<file path="src/rtl/preg_free_list.sv">
// Physical register free list: circular buffer of free pregs feeding rename,
// refilled by commit, with a single branch checkpoint for rollback.
//
// Ports:
//   clk                 rising-edge clock
//   reset_n             asynchronous active-low reset
//   i_alloc_req         rename wants one free preg this cycle
//   o_alloc_preg        preg at list head (valid when o_alloc_valid)
//   o_alloc_valid       list non-empty; grant = i_alloc_req & o_alloc_valid
//   i_commit_valid      ROB commit strobe
//   i_commit_old_preg   superseded preg returned by the committing instr
//   i_ckpt_save         branch dispatched; snapshot allocation state
//   i_branch_mispredict roll allocation state back to the snapshot
//   o_free_count        number of entries in the list
//   o_empty             o_free_count == 0

module preg_free_list #(
    parameter int PREG_WIDTH = 7,
    parameter int ARCH_REGS  = 32
) (
    input  logic                  clk,
    input  logic                  reset_n,
    input  logic                  i_alloc_req,
    output logic [PREG_WIDTH-1:0] o_alloc_preg,
    output logic                  o_alloc_valid,
    input  logic                  i_commit_valid,
    input  logic [PREG_WIDTH-1:0] i_commit_old_preg,
    input  logic                  i_ckpt_save,
    input  logic                  i_branch_mispredict,
    output logic [PREG_WIDTH:0]   o_free_count,
    output logic                  o_empty
);

    localparam int DEPTH = (1 << PREG_WIDTH) - ARCH_REGS;
    localparam int PTR_W = (DEPTH > 1) ? $clog2(DEPTH) : 1;
    localparam int CNT_W = PREG_WIDTH + 1;

    localparam logic [PTR_W-1:0] LAST_PTR = PTR_W'(DEPTH - 1);
    localparam logic [CNT_W:0]   DEPTH_W  = (CNT_W + 1)'(DEPTH);

    logic [PREG_WIDTH-1:0] mem [DEPTH];

    logic [PTR_W-1:0] head;
    logic [PTR_W-1:0] tail;
    logic [PTR_W-1:0] ckpt_head;
    logic [CNT_W-1:0] count;
    logic [CNT_W-1:0] alloc_since_ckpt;

    logic             grant;
    logic             push;
    logic [CNT_W:0]   base_cnt;
    logic [CNT_W:0]   sum_cnt;
    logic [PTR_W-1:0] head_grant;
    logic [PTR_W-1:0] head_nx;
    logic [PTR_W-1:0] tail_nx;
    logic [PTR_W-1:0] ckpt_nx;
    logic [CNT_W-1:0] count_nx;
    logic [CNT_W-1:0] since_nx;

    function automatic logic [PTR_W-1:0] ptr_inc(input logic [PTR_W-1:0] p);
        return (p == LAST_PTR) ? '0 : p + PTR_W'(1);
    endfunction

    // A mispredict cycle ignores rename entirely; the restored entries
    // count toward occupancy before a same-cycle push is considered.
    always_comb begin
        grant    = i_alloc_req && (count != '0) && !i_branch_mispredict;
        base_cnt = {1'b0, count};
        if (i_branch_mispredict) begin
            base_cnt = {1'b0, count} + {1'b0, alloc_since_ckpt};
        end
        push = i_commit_valid && (i_commit_old_preg != '0)
            && (base_cnt < DEPTH_W);

        head_grant = grant ? ptr_inc(head) : head;
        head_nx    = i_branch_mispredict ? ckpt_head : head_grant;
        tail_nx    = push ? ptr_inc(tail) : tail;

        sum_cnt = base_cnt + {{CNT_W{1'b0}}, push}
                - {{CNT_W{1'b0}}, grant};
        count_nx = (sum_cnt > DEPTH_W) ? CNT_W'(DEPTH) : sum_cnt[CNT_W-1:0];

        ckpt_nx  = ckpt_head;
        since_nx = alloc_since_ckpt;
        if (i_branch_mispredict) begin
            since_nx = '0;
        end else if (i_ckpt_save) begin
            // snapshot includes a grant taken in the same cycle
            ckpt_nx  = head_grant;
            since_nx = '0;
        end else if (grant) begin
            since_nx = alloc_since_ckpt + CNT_W'(1);
        end
    end

    always_ff @(posedge clk or negedge reset_n) begin
        if (!reset_n) begin
            head             <= '0;
            tail             <= '0;
            ckpt_head        <= '0;
            count            <= CNT_W'(DEPTH);
            alloc_since_ckpt <= '0;
        end else begin
            head             <= head_nx;
            tail             <= tail_nx;
            ckpt_head        <= ckpt_nx;
            count            <= count_nx;
            alloc_since_ckpt <= since_nx;
        end
    end

    always_ff @(posedge clk or negedge reset_n) begin
        if (!reset_n) begin
            for (int i = 0; i < DEPTH; i++) begin
                mem[i] <= PREG_WIDTH'(ARCH_REGS + i);
            end
        end else if (push) begin
            mem[tail] <= i_commit_old_preg;
        end
    end

    assign o_alloc_preg  = mem[head];
    assign o_alloc_valid = (count != '0);
    assign o_free_count  = count;
    assign o_empty       = (count == '0);

endmodule

</file>
<file path="config.mk">
export PLATFORM = sky130hd
export DESIGN_NAME = preg_free_list
export DESIGN_NICKNAME = d
export VERILOG_FILES = /design/src/rtl/preg_free_list.sv
export SDC_FILE = /design/constraint.sdc
export NUM_CORES = 1
export LEC_CHECK = 0
export CORE_MARGIN = 2
export CORE_UTILIZATION = 28
export CTS_CLUSTER_DIAMETER = 150
export DETAILED_ROUTE_END_ITERATION = 12
export HOLD_SLACK_MARGIN = 0.05
export MAX_ROUTING_LAYER = met4
export SYNTH_ARGS = -nofsm -noshare
export SYNTH_HDL_FRONTEND = slang
export SYNTH_SLANG_ARGS = --single-unit
</file>
<file path="constraint.sdc">
create_clock -name clk -period 6.95 [get_ports clk]
set_clock_uncertainty 0.2 [all_clocks]
set_input_delay 0.695 -clock clk [delete_from_list [all_inputs] [get_ports clk]]
set_output_delay 0.695 -clock clk [all_outputs]
set_load 0.02 [all_outputs]
</file>
; ---- Word-level counts from Yosys, hierarchy flattened
; Index checks and enable logic that the tools add are counted.
[totals]
regBits = 709
output_inout_bits = 17
word_cells = 143
inputBits = 13
[classes]
n_reduce_logical = 11
mux = 15
magnitude_cmp = 5
addsub = 6
n_eq_ne = 2
bitwise_logic = 3
[op_table]
columns = cell, count
row1 = bitwise mux 672 bit, 1
row2 = binary-select mux 7 bit (select 7 bit), 1
row3 = demux 7 bit (select 7 bit), 1
row4 = 2-to-1 mux 7 bit, 7
row5 = 2-to-1 mux 8 bit, 4
row6 = "greater-or-equal comparator 8 bit, second input constant", 2
row7 = inverter 7 -> 8 bit, 2
row8 = "adder 7 x 1 -> 7 bit, second input constant", 2
row9 = "== test 7 bit, second input constant", 2
row10 = adder 8 x 8 -> 9 bit, 1
row11 = adder 9 x 1 -> 9 bit, 1
row12 = "greater-than comparator 9 x 7 -> 1 bit, second input constant", 1
row13 = "less-than comparator 9 x 7 -> 1 bit, second input constant", 1
row14 = 2-to-1 mux 9 bit, 1
row15 = subtractor 9 x 1 -> 9 bit, 1
row16 = "adder 8 x 1 -> 8 bit, second input constant", 1
row17 = zero test 8 bit, 1
row18 = "less-than comparator 8 x 1 -> 1 bit, second input constant", 1
row19 = nonzero test 8 bit, 1
row20 = nonzero test 7 bit, 1
row21 = logical AND 1 bit, 5
row22 = nonzero test 3 bit, 1
row23 = AND reduction 2 bit, 1
row24 = zero test 1 bit, 1
row25 = inverter 1 bit, 1

; ---- Longest topological paths before layout
; Gate-level depths: netlist (run 1).
[logic_depth]
word_depth = 8
depth_mapped = 21
mapped_depth_nobuf = 21

; ---- Worst setup path after synthesis (run 1)
; OpenSTA, ideal clock, no wires.
[synth_path]
path_kind = flip-flop to flip-flop
from = reg count[0], in the netlist o_free_count[0]
to = reg count[0], in the netlist o_free_count[0]
setup_ns = 0.066
stages_incl_launch_ff = 21
path_buffers = 0
slack_ns = 2.378
arrival_ns = 4.306
required_time_ns = 6.684
period_less_slack_ns = 4.572
path_cell_list = dfrtp_1 ha_1 fa_1 a21o_1 a21o_1 a21o_1 a21oi_1 nor2b_1 o21a_1 o21ai_0 ha_1 a221oi_4 ha_1 fa_1 a211oi_1 o21bai_1 a21oi_1 o2111ai_1 o311a_1 nand2_1 and3_1
[synth_via]
elab_chain_cells = 8
word_cells_on_any_way = 11
cone_classes = 3 x add/sub / 2 x order compare / 2 x mux / 4 x reduce/logical
[synth_lines]
columns = item, line
row1 = start: declaration, 46  ; logic [CNT_W-1:0] count;
row2 = start signal: assignment, 101  ; count <= CNT_W'(DEPTH);
row3 = start signal: assignment, 107  ; count <= count_nx;
row4 = adder 8 x 8 -> 9 bit, 70  ; base_cnt = {1'b0, count} + {1'b0, alloc_since_ckpt};
row5 = 2-to-1 mux 9 bit *, 69  ; if (i_branch_mispredict) begin
row6 = less-than comparator 9 x 7 -> 1 bit *, 73  ; && (base_cnt < DEPTH_W);
row7 = logical AND 1 bit *, 73
row8 = net push, 50  ; logic push;
row9 = adder 9 x 1 -> 9 bit *, 79  ; sum_cnt = base_cnt + {{CNT_W{1'b0}}, push}
row10 = subtractor 9 x 1 -> 9 bit *, 80  ; - {{CNT_W{1'b0}}, grant};
row11 = greater-than comparator 9 x 7 -> 1 bit, 81  ; count_nx = (sum_cnt > DEPTH_W) ? CNT_W'(DEPTH) : sum_cnt[CNT_W-1:0];
row12 = 2-to-1 mux 8 bit *, 81
row13 = net count_nx[0], 57  ; logic [CNT_W-1:0] count_nx;
; The timed path passes the listed nets; every way through them passes the cells marked *.
; A chain may end at the register's enable or synchronous reset.

; ---- Worst setup path after layout (run 1)
[layout_path]
from = reg head[3]
to = out o_alloc_preg[1]
[layout_via]
elab_chain_cells = 4
[layout_lines]
columns = item, line
row1 = start: declaration, 43  ; logic [PTR_W-1:0] head;
row2 = start signal: assignment, 104  ; head <= head_nx;
row3 = inverter 7 -> 8 bit (implied by the code), 122  ; assign o_alloc_preg = mem[head];
row4 = binary-select mux 7 bit (select 7 bit), 122
row5 = 2-to-1 mux 7 bit (implied by the code) (2 in a row), 122
row6 = end: declaration, 24  ; output logic [PREG_WIDTH-1:0] o_alloc_preg,
; Every way passes these cells. The select of a mux whose other input is x is not followed.

==> key figures, run 1 <==
Clock network
  – Clk sinks: 709
  – Num CTS Buffers: 79
  – Worst-Skew Late Latency: 0.66 ns
  – H-tree lvl count: 3
  – CTS Buffer Depth: 3
  – Post-CTS Repair Setup Buffers: 0
  – CTS tree: yes
  – Gates resized, CTS repair: 0
  – Root buffer selected by CTS: clkbuf_16
  – Clock-pin transition on the worst setup and hold timing paths: approximately 0.060 ns

Die
  – Rows: around 130
  – Core area: approximately 120000 um2
  – Starting density of the core: 28.14%
  – Die Span Y: 350.8 um
  – Die width: roughly 350 um
  – Boundary pin count: 30
  – Die footprint: between 100000 and 150000 um2

Setup path
  – CP Launch Type: flip-flop
  – Max incr delay on CP: ~0.74 ns
  – WP buf/inv: 1
  – Setup CP Type: flip-flop to primary output
  – CP most frequent cell: o21ai_0
  – Critical Path End Type: primary output
  – Crit path max-delay cell type: dfrtp_1
  – CP top delay family: simple AND/OR/NAND/NOR gates
  – Crit path max fanout: 17
  – Crit-path cells: nor2b_2, nand2_1, o21ai_0, nor3_1, o21ai_0, nand4_1, nand3_1, clkdlybuf4s50_1
  – WP data arrival: 4.57 ns
  – CP Data Required Time: ~6.1 ns

Yosys
  – Cells after synthesis: ~2300
  – Ys flop type: dfstp_2
  – Synthesized area: roughly 34000 um2
  – Register area share after synthesis: ~54%
  – Synthesized area per cell: about 14 um2
  – Post-synth cell types: 53
  – Mapped Nets: between 2000 and 2500
  – Register bit count reported by yosys: slightly above 700
  – Ys async rst share: 100.0%
  – Synth warnings: 0
  – Post-synth EDFFs: 0
  – Most area-consuming cells after synthesis: dfstp_2, dfrtp_1, mux2_2, mux4_2, mux2i_1
  – Top cell type's share of synthesized area: between 20% and 30%
  – Synth area leader: dfstp_2

Timing
  – Worst-Margin Slew: 1.213 ns
  – Setup TNS Final: 0 ns
  – Clock period minus worst slack: 5.462 ns
  – RSZ-0062 raised after global routing: false
  – Max Slew Vio Count: 0
  – Fin crit share: 78.59%
  – Final hold viol count: 0
  – Final setup violating endpoints: 0
  – Fmax: 183.1 MHz
  – Slew HR: between 10% and 20%

Route
  – Vias: slightly below 20000
  – Final wirelength: roughly 86000 um
  – First-pass iteration count of the detailed router: 5
  – Drt first-iter violations: 1351
  – DR vias/cell: slightly below 5
  – Drc violations: 0
  – DR WL/cell: roughly 22 um
  – Antenna Nets Post-Route: 0

Final layout
  – Fin util: 32.19%
  – Share of cells above drive strength 1: 55.97%
  – Leading cell type in the layout, fill and taps excluded: mux2_2
  – Most frequent cells in the layout: mux2_2, dfstp_2, dfrtp_1, mux4_2, nand2_1
  – Layout area overhead: 14.39%
  – Finished Layout Cells: 4000
  – Nets: roughly 2400
  – Fillers: 11715

Global route
  – Initial antenna violation count: 3
  – Gr ovfl total: 0
  – Total GRT Usage: between 10% and 20%
  – First-pass GRT wire length: roughly 130000 um
  – Largest net degree at the start of global routing: 167
  – Vias in the first global route: a little over 20000

Placed design
  – Dpl cells: ~3900
  – Final GP Congestion: about 0.82
  – Buffers on Ports: 29
  – Post-DP HPWL: ~54000 um

Outcome
  – Status: complete, no violations

Pwr
  – Max VDD drop: 230.9 uV
  – Pleak: 16.34 nW
  – PwrDens: about 290 nW/um2
  – Power Total: 11.35 mW

Hold path
  – Hold WC Path Type: flip-flop to flip-flop

Job
  – Max Cap Viol: 0
cell usage after synthesis (10+ instances only):
cell type  count
a21o_1        10
a21oi_1       26
a22oi_1       34
buf_1         15
buf_2         27
clkbuf_1     113
dfrtp_1      339
dfstp_2      370
ha_1          23
inv_1         14
mux2_1        70
mux2_2       607
mux2i_1      100
mux4_2       137
nand2_1      134
nand2b_1      12
nand3_1       29
nand4_1       10
nor2_1        54
nor2_2        27
nor3_1        17
o21ai_0       43
o221ai_1      12
o22ai_1       16
xnor2_1       12
xor2_1        12
registers in the layout (all words and copies together) (netlist names):
name	cells
mem	672
alloc_since_ckpt	8
o_free_count	8
ckpt_head	7
head	7
tail	7
worst paths after layout:
check	start	endpoint	depth (start not counted)	slack, ns
worst min-delay path	ckpt_head[6]	ckpt_head[6]	2	0.28
worst max register to register	alloc_since_ckpt[0]	mem[498]	16	1.53
max in group asynchronous	reset_n	mem[429]	3	4.71
worst min register to register	ckpt_head[6]	ckpt_head[6]	2	0.28
min in group asynchronous	reset_n	o_free_count[3]	2	0.48
worst max-delay path	head[3]	o_alloc_preg[1]	8	1.49
layer usage:
layer | wire (um) | vias up | share of wire (%) | GRT usage [%]
met1 | 41980 | 10485 | 49 | 20.96
met5 | 0 | - | 0 | -
met4 | 1975 | 0 | 2.3 | 3.906
li1 | - | 8572 | - | -
met2 | 38290 | 389 | 44 | 21.48
met3 | 3896 | 122 | 4.5 | 2.306
power breakdown:
group | internal, mW | switching [mW] | total, mW
clock network | 2.55 | 1.78 | 4.34
registers | 4.52 | 0.295 | 4.82
logic | 0.909 | 1.28 | 2.19
cell type report:
type | instances | area [um2] | area share, %
clock buffer | 119 | 2359 | 6.123
multi-input combinational | 1443 | 14820 | 38.48
sequential | 709 | 18210 | 47.29
timing repair buffer | 72 | 690.7 | 1.793
tap | 1612 | 2017 | 5.236
inverter | 16 | 60.06 | 0.1559
antenna | 1 | 2.502 | 0.006497
clock inverter | 28 | 352.8 | 0.9161
worst min-delay path, cell delays in order, from the launching register on:
cell     delay [ns]
dfrtp_1        0.34
nand2_1        0.04
o21ai_0        0.06
repair_timing:
item                                    in CTS  in global routing
hold buffers                                 1                  0
hold endpoints to repair                    42                  0
endpoints found under the setup margin       0                  0
per-stage QoR:
step                      worst slack (ns)  hold WS, ns  area [um2]
after global placement               1.577       0.2663       35790
final                                1.488       0.2835       38520
after CTS                            1.411       0.2849       38510
after global routing                 1.187       0.3056       38520
after floorplan                      2.378       0.1994       33670
after detailed placement             1.552       0.2728       35790
cell families after synthesis:
kind of cell             share of synthesized area, %
multiplexers                                    34.78
flip-flops                                      54.07
AND/OR/NAND/NOR                                 4.429
buffers and inverters                           2.007
AO/OA/AOI/OAI                                   3.110
adder cells (fa/ha/maj)                        0.9736
XOR/XNOR                                       0.6243
other                                         0.01114
(Power assumes the default switching activity.)
==> inputs of run 2 (changes only) <==
Clock period 6.95 ns to 4.52 ns, I/O delays scaled along.
==> run 2 against run 1 <==
Against the previous run:
- clock power increased by 49%
- power is 54% higher
- critical path type unchanged
- critical path depth up 1
- routed wire length up 3.0%
- combinational power rose by 70%
- design area is 4.5% higher
- sequential share of layout area is 2.0 points lower
- non-clock buffer count up 171
- register-to-register slack got worse by 1.3 ns
- first-iteration DRC count rose by 1.8%
- cell count grew 4.3%
- critical endpoint is now o_alloc_preg[0]
- count of clock-buffer cells in the layout is 5 higher
- largest cell class unchanged
==> key figures, run 2 (synthesis results as in run 1) <==
Outcome
  – Status: complete, no violations

Setup path
  – WP buf/inv: 3
  – Crit-path cells: buf_12, buf_4, nand2_1, o22ai_1, nor3_1, o21ai_0, nand3_1, nand3_1, buf_4
  – Max incr delay on CP: 0.66 ns
  – Crit path max-delay cell type: dfrtp_4
  – Critical Path End Type: primary output
  – Crit path max fanout: 12
  – WP data arrival: approximately 3.8 ns
  – CP top delay family: simple AND/OR/NAND/NOR gates
  – CP Launch Type: flip-flop
  – CP Data Required Time: just under 4 ns
  – Setup CP Type: flip-flop to primary output

Clock network
  – Worst-Skew Late Latency: between 0.6 and 0.7 ns
  – Clock-pin transition on the worst setup and hold timing paths: ~0.06 ns
  – Root buffer selected by CTS: clkbuf_16
  – H-tree lvl count: 3
  – Clk sinks: just over 700
  – CTS Buffer Depth: 3
  – Num CTS Buffers: 79
  – CTS tree: yes

Die
  – Core area: approximately 120000 um2
  – Boundary pin count: 30
  – Rows: around 130
  – Die footprint: 123000 um2
  – Starting density of the core: 28.14%
  – Die width: 350.8 um
  – Die Span Y: about 350 um

Timing
  – Final WS setup: 0.09039 ns
  – Fmax: between 200 and 250 MHz
  – Final setup violating endpoints: 0
  – Worst-Margin Slew: around 1.2 ns
  – Setup TNS Final: 0 ns
  – Max Slew Vio Count: 0
  – Clock period minus worst slack: ~4.4 ns
  – Final hold viol count: 0
  – WHS: 0.1540 ns
  – Slew HR: roughly 17%
  – Fin crit share: a little over nine tenths

Hold path
  – Hold WC Path Type: input port to flip-flop

Route
  – Final wirelength: between 80000 and 90000 um
  – DR vias/cell: between 4 and 5
  – DR WL/cell: 21.25 um
  – Vias: around 20000
  – Antenna Nets Post-Route: 0
  – Drt first-iter violations: approximately 1400
  – First-pass iteration count of the detailed router: 5
  – Drc violations: 0

Final layout
  – Nets: about 2500
  – Layout area overhead: 19.51%
  – Leading cell type in the layout, fill and taps excluded: mux2_2
  – Most flops, register: mem
  – Max reg flops: 672
  – Post-layout instance area: 40240 um2
  – Fillers: around 12000
  – Most frequent cells in the layout: mux2_2, dfstp_2, dfrtp_1, buf_4, mux4_2
  – Share of cells above drive strength 1: 59.42%

Pwr
  – Power Total: 17.53 mW
  – Max VDD drop: 271.2 uV
  – PwrDens: 435.7 nW/um2
  – Pleak: between 15 and 20 nW

Placed design
  – Placed instance area: roughly 37000 um2
  – Setup WS pre-CTS: -0.09699 ns
  – Final GP Congestion: just over 0.8
  – Post-DP HPWL: around 60000 um
  – Buffers on Ports: 29

Global route
  – Largest net degree at the start of global routing: 97
  – Total GRT Usage: around 15%
  – Initial antenna violation count: 3
  – Vias in the first global route: between 20000 and 25000
  – First-pass GRT wire length: between 100000 and 150000 um
  – Gr ovfl total: 0

Job
  – Max Cap Viol: 0
## run 2: cell type report
| cell class | instances | area (um2) | area share [%] |
|---|---|---|---|
| clock inverter | 23 | 284.0 | 0.7058 |
| tap | 1612 | 2017 | 5.012 |
| timing repair buffer | 243 | 2442 | 6.070 |
| antenna | 3 | 7.507 | 0.01866 |
| multi-input combinational | 1443 | 14900 | 37.02 |
| sequential | 709 | 18210 | 45.26 |
| clock buffer | 124 | 2318 | 5.762 |
| inverter | 16 | 60.06 | 0.1493 |
## run 2: stage by stage
stage | instances | util [%]
floorplan | 2323 | -
global placement | 4018 | 31.33
detailed placement | 4018 | 31.33
CTS | 4167 | 33.54
global route | 4173 | 33.63
finish | 4173 | 33.63
## run 2: metal layers
metal  GRT usage (%)  up-vias  share of wire, %
li1                -     8907                 -
met1           20.68    10703                47
met2           21.65      422                45
met3           3.442      130               5.7
met4           4.152        0               2.4
met5               -        -                 0
## run 2: path summary, 6_finish.rpt
check	slack (ns)	endpoint	cells after the start	from
max in group asynchronous	2.70	mem[569]	3	reset_n
min reg2reg	0.28	ckpt_head[6]	2	ckpt_head[6]
min	0.15	mem[288]	2	i_commit_old_preg[1]
max	0.09	o_alloc_preg[0]	9	head[0]
max reg2reg	0.20	mem[218]	17	o_free_count[0]
min in group asynchronous	0.32	mem[49]	2	reset_n
## run 2: what timing repair did
action / 4_1_cts / 5_1_grt
setup buffers: 0 / 3
pin swaps: 0 / 10
endpoints found under the setup margin: 165 / 460
gates resized for setup: 6 / 20
hold endpoints to repair: 36 / 0
hold buffers: 2 / 0
## run 2: report_power, final
group	internal [mW]	switching (mW)
sequential	6.96	0.374
combinational	1.61	2.11
clock	3.78	2.69
total	12.4	5.18
==> inputs of run 3 (changes only) <==
Clock period 4.52 ns to 4.4 ns, I/O delays scaled along.
==> run 3 against run 2 <==
Against the previous run:
- critical path depth is 11 higher
- sequential share of layout area fell by 0.48 points
- critical path type is now flip-flop to flip-flop
- count of clock-buffer cells in the layout is 1 lower
- via count rose by 0.57%
- register-to-register slack worse by 0.11 ns
- setup slack better by 0.0041 ns
- sequential power increased by 2%
==> key figures, run 3 (synthesis results as in run 1) <==
Global route
  – Vias in the first global route: ~21000
  – Grt met3 use: under 10%
  – Grt met2 use: between 20% and 30%
  – Total GRT Usage: 14.91%
  – M1 GR Usage: 21.41%
  – Gr ovfl total: 0
  – Largest net degree at the start of global routing: roughly 150
  – Gr busiest metal: met2
  – Initial antenna violation count: 0
  – First-pass GRT wire length: roughly 140000 um

Setup path
  – RR Startpoint: o_free_count[0]
  – WP data arrival: roughly 4.6 ns
  – CP Launch Type: flip-flop
  – RR Endpoint: mem[7]
  – Reg2Reg Depth: 20
  – Worst R2R Setup Slack: ~0.094 ns
  – Critical Path End Type: flip-flop
  – Setup CP Type: flip-flop to flip-flop
  – CP Data Required Time: approximately 4.7 ns
  – Crit path max fanout: 12

Pwr
  – Sw Share: between 20 and 30%
  – Sw power: ~5.4 mW
  – Power Total: 18.29 mW
  – Cell internal pwr: about 13 mW
  – PwrDens: between 400 and 500 nW/um2
  – Reg power frac: roughly two fifths
  – Combinational share of power: between 20% and 30%
  – Pleak: 17.31 nW
  – Max VDD drop: around 280 uV
  – Part of the power in the clock network: between 30% and 40%

Final layout
  – Most frequent cells in the layout: mux2_2, dfstp_2, dfrtp_1, mux4_2, buf_4
  – Most flops, register: mem
  – Share of cells above drive strength 1: approximately three fifths
  – Max reg flops: 672
  – Nets: 2513
  – Layout area overhead: 20.79%
  – Leading cell type in the layout, fill and taps excluded: mux2_2
  – Ant. Diodes: 0
  – Fin util: approximately 34%

Die
  – Die footprint: 123000 um2
  – Die width: ~350 um
  – Starting density of the core: roughly 28%
  – Boundary pin count: 30
  – Core area: roughly 120000 um2
  – Rows: roughly 130
  – Die Span Y: roughly 350 um

Timing
  – Fmax: between 200 and 250 MHz
  – Final hold viol count: 0
  – Final setup violating endpoints: 0
  – RSZ-0062 raised after global routing: true
  – Clock period minus worst slack: roughly 4.3 ns
  – Worst-Margin Slew: 1.164 ns
  – WHS: between 0.1 and 0.15 ns
  – Slew HR: between 20% and 30%
  – Fin crit share: a little over nine tenths
  – Max Slew Vio Count: 0
  – Final WS setup: about 0.094 ns

Hold path
  – Hold Crit Endpoint: mem[508]
  – HP Start: i_commit_old_preg[4]
  – Worst hold path depth: 2
  – Hold WC Path Type: input port to flip-flop

Placed design
  – Setup WS pre-CTS: -0.1064 ns
  – Buffers on Ports: 29
  – Post-DP HPWL: around 58000 um
  – Final GP Congestion: roughly 0.85

Clock network
  – H-tree lvl count: 3
  – Clk sinks: 709
  – CTS tree: yes
  – Num CTS Buffers: 79
  – Worst-Skew Late Latency: a little over 0.6 ns
  – Root buffer selected by CTS: clkbuf_16
  – CTS Buffer Depth: 3
  – Clock-pin transition on the worst setup and hold timing paths: about 0.060 ns

Route
  – Drt first-iter violations: about 1400
  – First-pass iteration count of the detailed router: 5
  – DR vias/cell: 4.881
  – DR WL/cell: between 20 and 25 um
  – Antenna Nets Post-Route: 0
  – Vias: about 20000
  – Drc violations: 0
  – Final wirelength: 88370 um

Outcome
  – Status: complete, no violations

Job
  – Max Cap Viol: 0
[run 3: final cells by class]
cell class	count	area, um2
clock buffer	123	2385
clock inverter	25	314.1
fill	11532	78980
inverter	16	60.06
multi-input combinational	1443	15280
sequential	709	18220
tap	1612	2017
timing repair buffer	226	2400
[run 3: power groups by stage]
stage | sequential (mW) | clock (mW) | combinational [mW]
final | 7.50 | 6.79 | 4.00
after global routing | 7.57 | 7.22 | 4.27
after CTS | 7.48 | 6.97 | 3.93
after detailed placement | 7.60 | 0 | 3.86
after global placement | 7.59 | 0 | 3.82
after floorplan | 7.45 | 0 | 2.32
[run 3: layer usage]
metal  share of wire, %  routed length [um]  vias up
li1                   -                   -     8899
met1                 49               42900    10832
met2                 44               38960      397
met3                4.4                3851      149
met4                3.0                2660        0
met5                  0                   0        -
[run 3: worst max-delay path, stage by stage (launching register included)]
cell and delay, ns:
dfrtp_2 0.42, ha_4 0.17, fa_2 0.33, a21o_1 0.16, a21o_1 0.19, a21o_1 0.19, a21oi_2 0.17, nor2b_1 0.07
o21a_1 0.18, o21ai_2 0.16, ha_2 0.19, nand2_2 0.07, a221oi_4 0.24, buf_6 0.18, and2_4 0.15, buf_6 0.12
nand3b_1 0.12, buf_12 0.23, nor2_2 0.13, buf_6 0.16, mux2_2 0.33
[run 3: worst max path at each step]
stage / depth (start not counted) / to / startpoint
2_1_floorplan: 18 / o_free_count[0] / o_free_count[0]
3_3_place_gp: 18 / mem[548] / o_free_count[0]
3_5_place_dp: 18 / mem[15] / o_free_count[0]
4_1_cts: 19 / mem[417] / o_free_count[0]
5_1_grt: 21 / o_free_count[3] / alloc_since_ckpt[0]
6_report: 20 / mem[7] / o_free_count[0]
[run 3: timing repair]
item,CTS,global route
setup endpoints to repair,376,620
hold endpoints to repair,83,0
hold buffers,2,0
setup buffers,2,5
resized for setup,22,132
gates cloned,0,1
pin swaps,8,17
[run 3: through the flow]
step           cells  instance area [um2]  TNS (ns)
5_1_grt         4154                40670    -5.135
3_3_place_gp    3996                37290    -9.105
4_1_cts         4148                40110  -0.01456
6_report        4154                40670         0
3_5_place_dp    3996                37290    -10.18
2_1_floorplan   2323                33690         0
